File: src/rtl/wbdma.sv
// wbdma: CSR-programmed memory-to-memory copy engine acting as a Wishbone
// initiator. It moves 32-bit words one at a time (read, idle, write, idle),
// then sets a sticky DONE flag and pulses irq.
module wbdma #(
    parameter logic [3:0] csr_addr = 4'h2
) (
    input  logic        sys_clk,
    input  logic        sys_rst,
    input  logic [13:0] csr_a,
    input  logic        csr_we,
    input  logic [31:0] csr_di,
    output logic [31:0] csr_do,
    output logic [31:0] wbm_adr_o,
    output logic [31:0] wbm_dat_o,
    input  logic [31:0] wbm_dat_i,
    output logic [3:0]  wbm_sel_o,
    output logic [2:0]  wbm_cti_o,
    output logic        wbm_we_o,
    output logic        wbm_cyc_o,
    output logic        wbm_stb_o,
    input  logic        wbm_ack_i,
    output logic        irq
);

    localparam logic [2:0] ST_IDLE = 3'd0;
    localparam logic [2:0] ST_RD   = 3'd1;
    localparam logic [2:0] ST_GAP1 = 3'd2;
    localparam logic [2:0] ST_WR   = 3'd3;
    localparam logic [2:0] ST_GAP2 = 3'd4;

    logic [2:0]  state;
    logic [31:0] src;
    logic [31:0] dst;
    logic [15:0] count;
    logic        busy;
    logic        done;
    logic [31:0] data_buf;

    logic        csr_sel;
    logic        csr_wr;
    logic [1:0]  reg_idx;
    logic        ctrl_wr;
    logic        unused_addr_bits;

    assign csr_sel = (csr_a[13:10] == csr_addr);
    assign csr_wr  = csr_sel && csr_we;
    assign reg_idx = csr_a[1:0];
    assign ctrl_wr = csr_wr && (reg_idx == 2'd3);

    // Only the page and register index take part in decoding.
    assign unused_addr_bits = ^csr_a[9:2];

    // Byte lanes and cycle type never change: full-word classic cycles only.
    assign wbm_sel_o = 4'hf;
    assign wbm_cti_o = 3'b000;

    // Register readback; the page gate keeps csr_do at 0 so it can be OR-ed.
    always_ff @(posedge sys_clk) begin
        if (sys_rst) begin
            csr_do <= 32'd0;
        end else if (csr_sel) begin
            case (reg_idx)
                2'd0:    csr_do <= src;
                2'd1:    csr_do <= dst;
                2'd2:    csr_do <= {16'd0, count};
                default: csr_do <= {30'd0, done, busy};
            endcase
        end else begin
            csr_do <= 32'd0;
        end
    end

    // CSR writes and the copy sequencer; later assignments to done win, so a
    // completion in the same cycle as a DONE clear leaves DONE set.
    always_ff @(posedge sys_clk) begin
        if (sys_rst) begin
            state     <= ST_IDLE;
            src       <= 32'd0;
            dst       <= 32'd0;
            count     <= 16'd0;
            busy      <= 1'b0;
            done      <= 1'b0;
            data_buf  <= 32'd0;
            wbm_adr_o <= 32'd0;
            wbm_dat_o <= 32'd0;
            wbm_we_o  <= 1'b0;
            wbm_cyc_o <= 1'b0;
            wbm_stb_o <= 1'b0;
            irq       <= 1'b0;
        end else begin
            irq <= 1'b0;

            if (csr_wr && !busy) begin
                case (reg_idx)
                    2'd0:    src   <= {csr_di[31:2], 2'b00};
                    2'd1:    dst   <= {csr_di[31:2], 2'b00};
                    2'd2:    count <= csr_di[15:0];
                    default: ;
                endcase
            end

            if (ctrl_wr && csr_di[1]) begin
                done <= 1'b0;
            end

            case (state)
                ST_IDLE: begin
                    if (ctrl_wr && csr_di[0]) begin
                        if (count != 16'd0) begin
                            busy      <= 1'b1;
                            state     <= ST_RD;
                            wbm_cyc_o <= 1'b1;
                            wbm_stb_o <= 1'b1;
                            wbm_we_o  <= 1'b0;
                            wbm_adr_o <= src;
                        end else begin
                            done <= 1'b1;
                            irq  <= 1'b1;
                        end
                    end
                end
                ST_RD: begin
                    if (wbm_ack_i) begin
                        data_buf  <= wbm_dat_i;
                        wbm_cyc_o <= 1'b0;
                        wbm_stb_o <= 1'b0;
                        state     <= ST_GAP1;
                    end
                end
                ST_GAP1: begin
                    wbm_cyc_o <= 1'b1;
                    wbm_stb_o <= 1'b1;
                    wbm_we_o  <= 1'b1;
                    wbm_adr_o <= dst;
                    wbm_dat_o <= data_buf;
                    state     <= ST_WR;
                end
                ST_WR: begin
                    if (wbm_ack_i) begin
                        wbm_cyc_o <= 1'b0;
                        wbm_stb_o <= 1'b0;
                        wbm_we_o  <= 1'b0;
                        src       <= src + 32'd4;
                        dst       <= dst + 32'd4;
                        count     <= count - 16'd1;
                        if (count == 16'd1) begin
                            busy  <= 1'b0;
                            done  <= 1'b1;
                            irq   <= 1'b1;
                            state <= ST_IDLE;
                        end else begin
                            state <= ST_GAP2;
                        end
                    end
                end
                ST_GAP2: begin
                    wbm_cyc_o <= 1'b1;
                    wbm_stb_o <= 1'b1;
                    wbm_we_o  <= 1'b0;
                    wbm_adr_o <= src;
                    state     <= ST_RD;
                end
                default: begin
                    state <= ST_IDLE;
                end
            endcase
        end
    end

endmodule

File: config.mk
export PLATFORM = sky130hd
export DESIGN_NAME = wbdma
export DESIGN_NICKNAME = d
export VERILOG_FILES = /design/src/rtl/wbdma.sv
export SDC_FILE = /design/constraint.sdc
export NUM_CORES = 1
export LEC_CHECK = 0
export BUFFER_PORTS_ARGS = -buffer_cell sky130_fd_sc_hd__buf_2
export CAP_MARGIN = 25
export CORE_AREA = 5 5 146 217
export CTS_BUF_LIST = sky130_fd_sc_hd__clkbuf_16
export CTS_CLUSTER_DIAMETER = 120
export DETAILED_ROUTE_END_ITERATION = 8
export DIE_AREA = 0 0 151 222
export GPL_TIMING_DRIVEN = 0
export SLEW_MARGIN = 25
export SYNTH_ARGS = -nofsm -noshare
export SYNTH_HDL_FRONTEND = slang
export SYNTH_SLANG_ARGS = --single-unit
File: constraint.sdc
create_clock -name sys_clk -period 2 [get_ports sys_clk]
set_input_delay 0.3 -clock sys_clk [delete_from_list [all_inputs] [get_ports sys_clk]]
set_output_delay 0.3 -clock sys_clk [all_outputs]
set_load 0.01 [all_outputs]
==> impl_metrics.json, run 1 <==
{
  "fmax_ghz": 0.485,
  "grt_max_degree": 15,
  "yosysSeqAreaShare_pct": 42.6,
  "setup_viol": 15,
  "dieWidth_um": 151,
  "p_int_mw": 7.35,
  "synth_warnings": 0,
  "clock_latency_ps": 540,
  "drc_errors": 0,
  "rsz0062_at_grt": "yes",
  "cp-end-kind": "flop",
  "tritoncts": "built",
  "core_um2": 29500,
  "rows": 77,
  "place_area_um2": 11500,
  "synthFlopType": "dfxtp_1",
  "cts_sinks": 216,
  "power_mw": 9.62,
  "synth_area_um2": 10200,
  "max_slew_margin_pct": 39.9,
  "vdd_drop_max_v": 0.000670,
  "met1_length_um": 14700,
  "fin_crit_sh_pct": 103,
  "dp_hpwl_um": 30200,
  "maxCapViolCount": 0,
  "avgSynthCellArea_um2": 8.18,
  "finalMaxSlewViolations": 0,
  "grt_overflow": 0,
  "leakage_nw": 5.23,
  "start_kind": "flop",
  "fin_util_pct": 46.5,
  "outcome": "finished, violations left",
  "ioPinCount": 189,
  "vias_per_cell": 5.63,
  "die_h_um": 222,
  "power_frac_seq_pct": 44.9,
  "cts_root_buf": "clkbuf_16",
  "vias": 10753,
  "cts_buffer_depth": 3,
  "finalHoldViolations": 0,
  "yosys.area.top_type": "dfxtp_1",
  "synth-edff-count": 0,
  "routabilityCongestion": 0.977,
  "drive_gt1_share_pct": 29.2,
  "synth_top_area_share_pct": 42.6,
  "cts-htree-levels": 1,
  "cts_buffers": 24,
  "syn_to_final_growth_pct": 34.9,
  "wl_met3_um": 3130,
  "worstMarginPinSlew_ps": 901,
  "num_antenna_cells": 0,
  "drtIter0Drc": 980,
  "top_layer_used": "met4",
  "yosysUniqueCellTypes": 67,
  "p_sw_mw": 2.26,
  "synthArstFlopShare_pct": 0,
  "clkPwrFrac_pct": 49.8,
  "crit_fanout": 7,
  "clk_pin_slew_ps": 60,
  "criticalPathCategory": "flop to flop",
  "critPathRequiredTime_ps": 2390,
  "setup_ws_ps": -61.9,
  "synth_area_leaders": "dfxtp_1, a21oi_1, nand2_1, mux2i_1, nor2_1",
  "final_area_um2": 13700,
  "grt_usage_pct": 23.6,
  "io_buffers": 172,
  "start_util_pct": 34.4,
  "wl_um": 41500,
  "synth_cells": 1241,
  "wl_met2_um": 20300,
  "ys_ff_latch": 216,
  "ant_nets": 0,
  "arrival_ps": 2450,
  "period_minus_slack_ps": 2060,
  "fin_skew_ps": 12.5,
  "grt_pass1_wl_um": 61300,
  "powerDensity_nw_per_um2": 702,
  "failed_checks": "negative setup slack",
  "grt_pass1_vias": 10649,
  "hold_class": "input port to flop",
  "dr.pass1.iters": 5,
  "final_nets": 1585,
  "grt_antenna_before_repair": 0,
  "die_area_um2": 33500,
  "comb_power_share_pct": 5.3,
  "swShare_pct": 23.5,
  "wire_per_inst_um": 21.7
}
==> synth_stat cells, types with 21 or more instances <==
master and instances:
mux2i_1 61, a211oi_2 30, clkbuf_1 80, nand4_1 21, dfxtp_1 216, a21oi_1 159, o21ai_0 37, nand2_1 206
nor3_1 32, nand3_1 35, nor2_1 111, a31oi_1 38
==> cells by family (layout without fill, tap and decap cells) <==
kind of cell               after synthesis  count (layout)  share of synthesized area [%]
and+or+nand+nor                        490             490                           22.8
AOI/OAI and AO/OA                      338             338                           21.5
DFF                                    216             216                           42.6
buffers and inverters                  118             388                           5.11
muxes                                   66              66                           6.79
xor gates and xnor gates                 6               6                          0.518
adders and majority gates                5               5                          0.616
other                                    2               7                         0.0740
==> repair_timing <==
item                       in CTS  in global routing
hold endpoints to repair       26                  0
buffers inserted               22                 16
hold buffers                   26                  0
setup endpoints to repair     151                173
pin swaps                      13                 43
gates cloned                    3                  1
resized for setup             128                112
==> path summary, 6_finish.rpt <==
path	startpoint	end	slack, ps	cells after the start
setup / recovery	count[2]	wbm_adr_o[6]	-60	6
hold / removal	wbm_dat_i[2]	data_buf[2]	20	3
hold reg to reg	data_buf[22]	wbm_dat_o[22]	450	2
setup reg to reg	count[2]	wbm_adr_o[6]	-60	6
==> layout by cell type (no fill, tap or decap), types with 18 or more instances in the layout <==
cell           instances
a211oi_2              31
buf_2                179
mux2i_1               54
clkbuf_1              37
clkbuf_2              18
o21ai_0               34
dlygate4sd3_1         26
a21oi_1              136
o211ai_1              18
nor3_1                28
a31oi_1               37
clkbuf_16             26
nand3_1               30
nor2_1               106
dfxtp_1              199
nand4_1               21
buf_4                 43
nand2_1              203
==> worst max-delay path, cell delays in order (launching register included) <==
cell      delay [ps]
dfxtp_1          400
nor3_1           690
nand4_4          240
buf_12           210
buf_8            140
a21oi_2          170
a211oi_2          60
==> through the flow <==
step	hold slack (ps)	setup WS, ps	setup TNS, ps	std cells
2_1_floorplan	421	21.0	0	1246
3_5_place_dp	444	-1280	-123420	1813
3_3_place_gp	436	-1220	-118940	1813
6_report	20.0	-61.9	-271	1911
5_1_grt	13.7	-114	-2120	1911
4_1_cts	1.60	-54.7	-275	1900
==> flip-flops by register name, indices dropped and copies added, names as in the netlist <==
register	flops
done	1
busy	1
wbm_adr_o	32
irq	1
csr_do	32
state	3
count	16
data_buf	32
wbm_stb_o	1
src	32
dst	32
wbm_we_o	1
wbm_dat_o	32
==> routing by layer <==
metal,global-route usage (%),vias up
met5,0,-
met4,16.7,0
met3,4.19,200
met2,40.7,579
met1,25.6,5003
li1,-,4971
==> cell type report <==
type	instances	area [um2]
Sequential cell	216	4350
Clock buffer	24	601
Clock inverter	20	244
Inverter	11	41.3
Tap cell	395	494
Timing Repair Buffer	238	1490
Buffer	95	587
Fill cell	2960	15800
Multi-Input combinational cell	912	5890
==> power by group through the flow <==
stage | registers [mW] | logic, mW | clock network [mW]
6_report | 4.32 | 0.505 | 4.79
4_1_cts | 4.32 | 0.459 | 4.86
3_5_place_dp | 4.42 | 0.384 | 0
3_3_place_gp | 4.42 | 0.381 | 0
5_1_grt | 4.32 | 0.528 | 5.05
2_1_floorplan | 4.41 | 0.182 | 0
(Power assumes the default switching activity.)
==> run 2: changes to the inputs <==
ABC_AREA = 1   (was default)
CORE_AREA = 5 5 154 229   (was 5 5 146 217)
DIE_AREA = 0 0 159 234   (was 0 0 151 222)
==> impl_metrics.json, run 2 <==
{
  "wl_um": 45600,
  "grt_pass1_wl_um": 68500,
  "clk_pin_slew_ps": 70,
  "synthArstFlopShare_pct": 0,
  "ys_ff_latch": 216,
  "pre_cts_ws_ps": -177,
  "vias_per_cell": 5.17,
  "die_h_um": 234,
  "grt_pass1_vias": 11963,
  "max_slew_margin_pct": 35.0,
  "drive_gt1_share_pct": 17.1,
  "synth_top_family_by_area": "simple AND/OR/NAND/NOR gates",
  "grt_usage_pct": 23.3,
  "vias": 12502,
  "synth_top_area_share_pct": 38.1,
  "finalHoldViolations": 0,
  "ff2ff_setup_slack_ps": 90,
  "cts_buffer_depth": 3,
  "worstReg2RegEnd": "src[3]",
  "setup_ws_ps": 89.2,
  "fmax_ghz": 0.523,
  "cp-end-kind": "flop",
  "ioPinCount": 189,
  "cts-htree-levels": 1,
  "hold_end": "src[14]",
  "drc_errors": 0,
  "period_minus_slack_ps": 1910,
  "fin_crit_sh_pct": 95.5,
  "die_area_um2": 37200,
  "cts_buffers": 24,
  "cts_sinks": 216,
  "ant_nets": 0,
  "hold_ws_ps": 79.5,
  "synth_area_um2": 11400,
  "vdd_drop_max_v": 0.000604,
  "rsz0062_at_grt": "yes",
  "grt_overflow": 0,
  "critPathRequiredTime_ps": 2440,
  "grt_antenna_before_repair": 1,
  "yosysUniqueCellTypes": 38,
  "crit_fanout": 10,
  "core_um2": 33100,
  "worstMarginPinSlew_ps": 975,
  "yosysMostFrequentCell": "nand2_1",
  "outcome": "finished, final reports clean",
  "powerDensity_nw_per_um2": 672,
  "hold_depth": 3,
  "cts_root_buf": "clkbuf_16",
  "reg2reg_from": "state[2]",
  "io_buffers": 172,
  "rows": 82,
  "synth_cells": 1745,
  "fin_skew_ps": 38.7,
  "synthFlopType": "dfxtp_1",
  "power_mw": 9.37,
  "drtIter0Drc": 869,
  "routabilityCongestion": 0.997,
  "synth_xor_area_share_pct": 0.540,
  "synth-compound-area-share_pct": 19.1,
  "criticalPathCategory": "flop to flop",
  "leakage_nw": 5.94,
  "start_kind": "flop",
  "yosys.area.top_type": "dfxtp_1",
  "avgSynthCellArea_um2": 6.51,
  "fill_cells": 3552,
  "hp-start": "csr_di[14]",
  "hold_class": "input port to flop",
  "synth_mux_area_share_pct": 0,
  "start_util_pct": 34.3,
  "synth_warnings": 0,
  "fin_util_pct": 42.1,
  "maxCapViolCount": 0,
  "rr_worst_depth": 8,
  "tritoncts": "built",
  "layout_common_cells": "nand2_1, nor2_1, dfxtp_1, buf_2, inv_1",
  "dr.pass1.iters": 8,
  "yosysSeqAreaShare_pct": 38.1,
  "layout.area.seq_um2": 4330,
  "syn_to_final_growth_pct": 22.7,
  "arrival_ps": 2350,
  "synth-edff-count": 0,
  "dp_hpwl_um": 35200,
  "dieWidth_um": 159,
  "finalMaxSlewViolations": 0,
  "clock_latency_ps": 560,
  "synth_fa_ha_area_share_pct": 0.551,
  "multi_input_area_um2": 5810,
  "final_common_cell": "nand2_1",
  "synth-simple-area-share_pct": 30.3,
  "synth_common_cells": "nand2_1, nor2_1, dfxtp_1",
  "wire_per_inst_um": 18.8,
  "setup_viol": 0,
  "place_area_um2": 12800,
  "final_nets": 2068,
  "synth_area_leaders": "dfxtp_1, nand2_1, nor2_1, o21ai_0, a21oi_1",
  "final_area_um2": 13900,
  "grt_max_degree": 14
}
run 2: changes by cell type in the layout (fill, tap and decap cells not counted), sizes merged, moves of 10 or more:
cell,before,now
nor2,111,320
inv,13,209
o21ai,37,211
nand2,206,305
nand3,35,115
mux2i,61,0
a211oi,44,0
a31oi,38,3
clkbuf,95,69
or3,19,0
a21oi,159,176
o22ai,1,15
nor4,14,1
nor3b,10,0
run 2: logic make-up (layout without fill, tap and decap cells):
group,after synthesis,after routing
compound gates,420,420
xor+xnor,7,7
fa+ha+maj,5,5
buf+inv,307,555
flops,216,216
other cells,2,8
simple gates,788,788
run 2: worst max-delay path by stage:
stage	from	end	slack, ps	cells after the start
after floorplan	dst[2]	dst[24]	440	10
after global placement	csr_a[10]	csr_do[15]	-170	9
after detailed placement	csr_a[10]	csr_do[15]	-180	9
after CTS	state[0]	wbm_adr_o[0]	3	9
after global routing	state[2]	src[3]	-6	8
final	state[2]	src[3]	90	8
run 2: final cells by class:
type / instances / area share (%)
Inverter: 208 / 5.60
Buffer: 99 / 3.82
Clock inverter: 19 / 1.24
Clock buffer: 24 / 4.31
Tap cell: 420 / 3.77
Timing Repair Buffer: 205 / 8.53
Sequential cell: 216 / 31.0
Antenna cell: 1 / 0.0180
Multi-Input combinational cell: 1227 / 41.7
run 2: layer usage:
metal	track usage, %	wire length, um	share of wire, %	vias up
li1	-	-	-	6114
met1	25.8	16700	37	5679
met2	42.5	22500	49	567
met3	3.92	3500	7.7	142
met4	13.0	2810	6.2	0
met5	0	0	0	-
run 2: metrics by stage:
stage / TNS (ps) / std cells
CTS: 0 / 2417
detailed placement: -2440 / 2342
global route: -5.51 / 2418
finish: 0 / 2419
global placement: -2220 / 2342
floorplan: 0 / 1750
run 2: power breakdown:
group / leakage, nW / switching, mW / internal, mW
combinational: 3.81 / 0.355 / 0.202
sequential: 1.74 / 0.0139 / 4.31
clock: 0.386 / 1.92 / 2.57
run 2: worst max-delay path, cell delays in order (launching register included):
cell and delay [ps]:
dfxtp_1 410, inv_2 70, nand3_1 110, nor2_2 100
inv_2 130, clkbuf_1 630, o21ai_0 210, nand2_1 100
inv_1 40
run 2: timing repair:
item | CTS | global route
gates resized for setup | 3 | 33
hold buffers | 32 | 0
endpoints found under the hold margin | 32 | 0
setup endpoints to repair | 3 | 45
buffers inserted | 0 | 1
pin swaps | 0 | 1
